--- config.mk ---
export PLATFORM = sky130hd
export DESIGN_NAME = bin2bcd_serial
export DESIGN_NICKNAME = d
export VERILOG_FILES = /design/src/rtl/bin2bcd_serial.sv
export SDC_FILE = /design/constraint.sdc
export NUM_CORES = 1
export LEC_CHECK = 0
export CORE_ASPECT_RATIO = 0.6
export CORE_MARGIN = 5
export CORE_UTILIZATION = 54
export CTS_CLUSTER_DIAMETER = 100
export DETAILED_ROUTE_END_ITERATION = 6
export GPL_TIMING_DRIVEN = 0
export PLACE_DENSITY = 0.81
export SYNTH_ARGS = -nofsm -noshare
export SYNTH_HDL_FRONTEND = slang
export SYNTH_SLANG_ARGS = --single-unit
--- constraint.sdc ---
create_clock -name clk_i -period 2.5 [get_ports clk_i]
set_clock_uncertainty 0.1 [all_clocks]
set_input_delay 0.5 -clock clk_i [delete_from_list [all_inputs] [get_ports clk_i]]
set_output_delay 0.5 -clock clk_i [all_outputs]
set_load 0.03 [all_outputs]
--- src/rtl/bin2bcd_serial.sv ---
// bin2bcd_serial
//   Serial binary -> packed BCD converter (double-dabble). It handles one
//   input bit per clock, so a WIDTH-bit word takes WIDTH shift cycles.
//   Both sides use a valid/ready handshake. The converter accepts a word
//   only in IDLE. It holds a result in DONE until the result is taken.
// Ports
//   clk_i          rising-edge clock
//   rst_ni         asynchronous active-low reset
//   in_valid_i     in_data_i is valid
//   in_ready_o     converter is idle and can take a word
//   in_data_i      unsigned binary operand (WIDTH bits)
//   out_valid_o    out_bcd_o / out_ndigits_o hold a finished result
//   out_ready_i    downstream takes the result
//   out_bcd_o      packed BCD, digit k at [4k+3:4k], digit 0 = units
//   out_ndigits_o  number of significant digits, 1..DIGITS
module bin2bcd_serial #(
    parameter int WIDTH  = 16,
    parameter int DIGITS = 5,
    parameter int CW     = 5
) (
    input  logic                  clk_i,
    input  logic                  rst_ni,
    input  logic                  in_valid_i,
    output logic                  in_ready_o,
    input  logic [WIDTH-1:0]      in_data_i,
    output logic                  out_valid_o,
    input  logic                  out_ready_i,
    output logic [4*DIGITS-1:0]   out_bcd_o,
    output logic [3:0]            out_ndigits_o
);

    // Elaboration-time parameter checks
    function automatic longint unsigned pow10(input int n);
        longint unsigned r = 1;
        for (int i = 0; i < n; i++) r = r * 10;
        return r;
    endfunction

    if (WIDTH < 1 || WIDTH > 63) begin : g_err_width
        $error("bin2bcd_serial: WIDTH must be in 1..63");
    end
    if (DIGITS < 1 || DIGITS > 15) begin : g_err_digits
        $error("bin2bcd_serial: DIGITS must be in 1..15");
    end else if (pow10(DIGITS) <= ((64'd1 << WIDTH) - 64'd1)) begin : g_err_range
        $error("bin2bcd_serial: 10**DIGITS must exceed 2**WIDTH-1");
    end
    if ((64'd1 << CW) <= 64'(WIDTH)) begin : g_err_cw
        $error("bin2bcd_serial: 2**CW must exceed WIDTH");
    end

    typedef enum logic [1:0] {IDLE, SHIFT, DONE} state_e;

    state_e                state_q, state_d;
    logic [WIDTH-1:0]      bin_q, bin_d;
    logic [4*DIGITS-1:0]   bcd_q, bcd_d;
    logic [CW-1:0]         cnt_q, cnt_d;
    logic                  out_valid_q, out_valid_d;
    logic [4*DIGITS-1:0]   out_bcd_q, out_bcd_d;
    logic [3:0]            out_nd_q, out_nd_d;

    logic [4*DIGITS-1:0]       bcd_corr;
    logic [4*DIGITS+WIDTH-1:0] cat_sh;
    logic [4*DIGITS-1:0]       bcd_next;
    logic [3:0]                nd_next;

    // Add-3 correction on every digit that is >= 5. Afterwards the shift
    // doubles it, and the result stays a legal digit plus a carry into the
    // next digit.
    always_comb begin
        bcd_corr = bcd_q;
        for (int k = 0; k < DIGITS; k++) begin
            if (bcd_q[4*k +: 4] >= 4'd5) bcd_corr[4*k +: 4] = bcd_q[4*k +: 4] + 4'd3;
        end
    end

    assign cat_sh   = {bcd_corr, bin_q} << 1;
    assign bcd_next = cat_sh[WIDTH +: 4*DIGITS];

    // Significant digits = index of the highest nonzero digit + 1 (min 1).
    always_comb begin
        nd_next = 4'd1;
        for (int k = 1; k < DIGITS; k++) begin
            if (bcd_next[4*k +: 4] != 4'd0) nd_next = 4'(k + 1);
        end
    end

    always_comb begin
        state_d     = state_q;
        bin_d       = bin_q;
        bcd_d       = bcd_q;
        cnt_d       = cnt_q;
        out_valid_d = out_valid_q;
        out_bcd_d   = out_bcd_q;
        out_nd_d    = out_nd_q;
        case (state_q)
            IDLE: begin
                if (in_valid_i) begin
                    bin_d   = in_data_i;
                    bcd_d   = '0;
                    cnt_d   = CW'(WIDTH);
                    state_d = SHIFT;
                end
            end
            SHIFT: begin
                bin_d = cat_sh[WIDTH-1:0];
                bcd_d = bcd_next;
                cnt_d = cnt_q - CW'(1);
                if (cnt_q == CW'(1)) begin
                    out_bcd_d   = bcd_next;
                    out_nd_d    = nd_next;
                    out_valid_d = 1'b1;
                    state_d     = DONE;
                end
            end
            DONE: begin
                if (out_ready_i) begin
                    out_valid_d = 1'b0;
                    state_d     = IDLE;
                end
            end
            default: state_d = IDLE;
        endcase
    end

    always_ff @(posedge clk_i or negedge rst_ni) begin
        if (!rst_ni) begin
            state_q     <= IDLE;
            bin_q       <= '0;
            bcd_q       <= '0;
            cnt_q       <= '0;
            out_valid_q <= 1'b0;
            out_bcd_q   <= '0;
            out_nd_q    <= '0;
        end else begin
            state_q     <= state_d;
            bin_q       <= bin_d;
            bcd_q       <= bcd_d;
            cnt_q       <= cnt_d;
            out_valid_q <= out_valid_d;
            out_bcd_q   <= out_bcd_d;
            out_nd_q    <= out_nd_d;
        end
    end

    assign in_ready_o    = (state_q == IDLE);
    assign out_valid_o   = out_valid_q;
    assign out_bcd_o     = out_bcd_q;
    assign out_ndigits_o = out_nd_q;

endmodule

==> metrics <==
status=completed; H-tree depth=3; final worst path period share=0.8966; CP Capture Type=primary output; I/O pins=46; maximum VDD drop=0.7740 mV; commonest non-fill, non-tap cell in the layout=dfrtp_1; final core occ=0.6945; die height=70.12 um; Multi-input gate area=1460 sq um; CP arrival=1640 ps; # fillers=473; die area=7727 sq um; Finish-stage setup viols=0; DR WL/cell=15.70 um; CP Launch Type=register; Critical Path RT=1900 ps; Design Area, Final=3960 sq um; Ys Warns=0; ANT nets after route=0; Netlist Area Pre-Place=3253 sq um; hold_buf cts=0; DRT iter0 DRCs=194; Port Buffer Count=44; FP Rows=21; storage element area=1677 sq um; worst reg2reg path endpoint=out_bcd_o[18]; post-place instance area=3791 sq um; Core Area=5702 sq um; largest net degree at the start of global routing=68; Pre-antenna DRT Iters=5; CP Class=reg2out; Post-Syn Nets=375; clk slew on worst S/H paths=70 ps; Worst Max-Slew Pin Slew=840.9 ps; root buffer cell=clkbuf_8; worst r2r src=state_q[1]; vias per cell=5.500; syn_area_per_cell=9.484 sq um; sequential cell area fraction in the yosys report=0.5154; Clock Latency Late Sink=340 ps; worst hold path class=in2async; prevailing post-synth register cell=dfrtp_1; first-pass GRT wire length=13.06 mm; most frequent cells in the layout=dfrtp_1, nand2_1, o21ai_0, clkdlybuf4s50_1, a21oi_1; number of global-route vias before repair=2665; DRC viols=0; GPL Wtd Cong=0.8363; RSZ-0062 raised after global routing=no; Yosys cell types=38; Final Slew Violations=0; MaxCap Viol Count=0; Clock Sinks=67; Slew HR=0.4394; Seq cells post-synth=67; gr usage total=0.2146; antenna violations before repair=0; CTS Buffer Depth=2; vias post-DR=2640; fmax=0.4461 GHz; Final Hold Viols=0; diodes inserted=0; DP HPWL=5.464 mm; Setup Buffers After CTS=0; Fin Setup TNS=0 ps; crit path max fanout=13; reg-to-reg slack, setup=290 ps; layout cells sized above 1=0.07500; leakage power=0.001716 uW; pwr dens=1418 nW/um^2; Async S/R FF share, synth=1.000; Worst R2R Path Depth=6; die extent in x=110.2 um; Syn Inst Count=343; post-layout min period=2241 ps; final wirelength=7.537 mm; Post-synth EDFFs=0; Overflow after GRT=0; fin nets=429; starting density of the core=0.5706; CTS tree=yes; TritonCTS buffer count=9; worst hold margin=165.8 ps; synthesis-to-finish area growth=21.73%; Pwr Total=5615 uW
-- timing repair --
action	4_1_cts	5_1_grt
endpoints found under the setup margin	1	1
gates cloned	0	0
resized for setup	2	1
-- cell usage after synthesis (3+ instances only) --
master	n	area share
dfrtp_1	67	0.52
nand2_1	61	0.070
o21ai_0	53	0.082
a21oi_1	19	0.029
a22oi_1	15	0.035
clkbuf_1	14	0.016
inv_1	13	0.015
ha_1	12	0.046
nor2b_1	11	0.021
nand2b_1	8	0.015
nor3b_1	7	0.016
o21ai_1	7	0.011
nand3_1	6	0.0092
nor2_1	6	0.0069
xnor2_1	6	0.016
a22o_1	4	0.011
mux2_2	4	0.014
nor3_1	4	0.0062
mux2i_1	3	0.0092
-- registers in the layout, summed over array words and instances, names as in the netlist --
| signal | flops |
|---|---|
| cnt_q | 5 |
| bcd_q | 20 |
| out_ndigits_o | 3 |
| state_q | 2 |
| out_bcd_o | 20 |
| out_valid_o | 1 |
| bin_q | 16 |
-- critical path, stage by stage, from the launching register on --
cell and delay, ps:
dfrtp_1 590, clkbuf_2 290, nor2_1 60, dlygate4sd2_1 370
-- routing by layer --
metal	track usage	vias up	wire [um]
met5	0	-	0
met4	0.04235	0	52
met3	0.06906	6	557
met2	0.3017	84	3208
met1	0.3246	1264	3719
li1	-	1286	-
-- power breakdown --
part | switching [uW] | total (uW) | internal (uW)
Combinational | 1670 | 2830 | 1160
Sequential | 419 | 2010 | 1590
Clock | 384 | 782 | 398
Total | 2470 | 5620 | 3140
-- logic make-up after synthesis --
family	after synthesis	synth area share
buf+inv	31	0.03769
flops	67	0.5154
other cells	1	0.001153
xor+xnor	6	0.01615
fa+ha+maj	12	0.04615
simple gates	114	0.1742
compound gates	105	0.1862
mux	7	0.02308
-- cell type report --
cell class | count | area share
well taps | 80 | 0.02528
clock buffers | 11 | 0.03823
inverters | 13 | 0.01232
flip-flops and latches | 67 | 0.4234
clock inverters | 3 | 0.003791
repair buffers | 44 | 0.1103
plain buffers | 17 | 0.01801
multi-input cells | 245 | 0.3687
-- worst max-delay path by stage --
stage / start / endpoint
finish: state_q[1] / in_ready_o
global route: state_q[1] / out_bcd_o[16]
CTS: state_q[1] / in_ready_o
detailed placement: in_valid_i / bcd_q[10]
global placement: rst_ni / bin_q[3]
floorplan: bcd_q[12] / out_ndigits_o[2]
-- metrics by stage --
| stage | setup slack, ps | std cells |
|---|---|---|
| 2_1_floorplan | 656.4 | 343 |
| 3_3_place_gp | -1402 | 467 |
| 3_5_place_dp | 21.63 | 467 |
| 4_1_cts | 247.6 | 480 |
| 5_1_grt | 100.9 | 480 |
| 6_report | 258.5 | 480 |
Note: power is estimated with default switching activity, not from simulation.
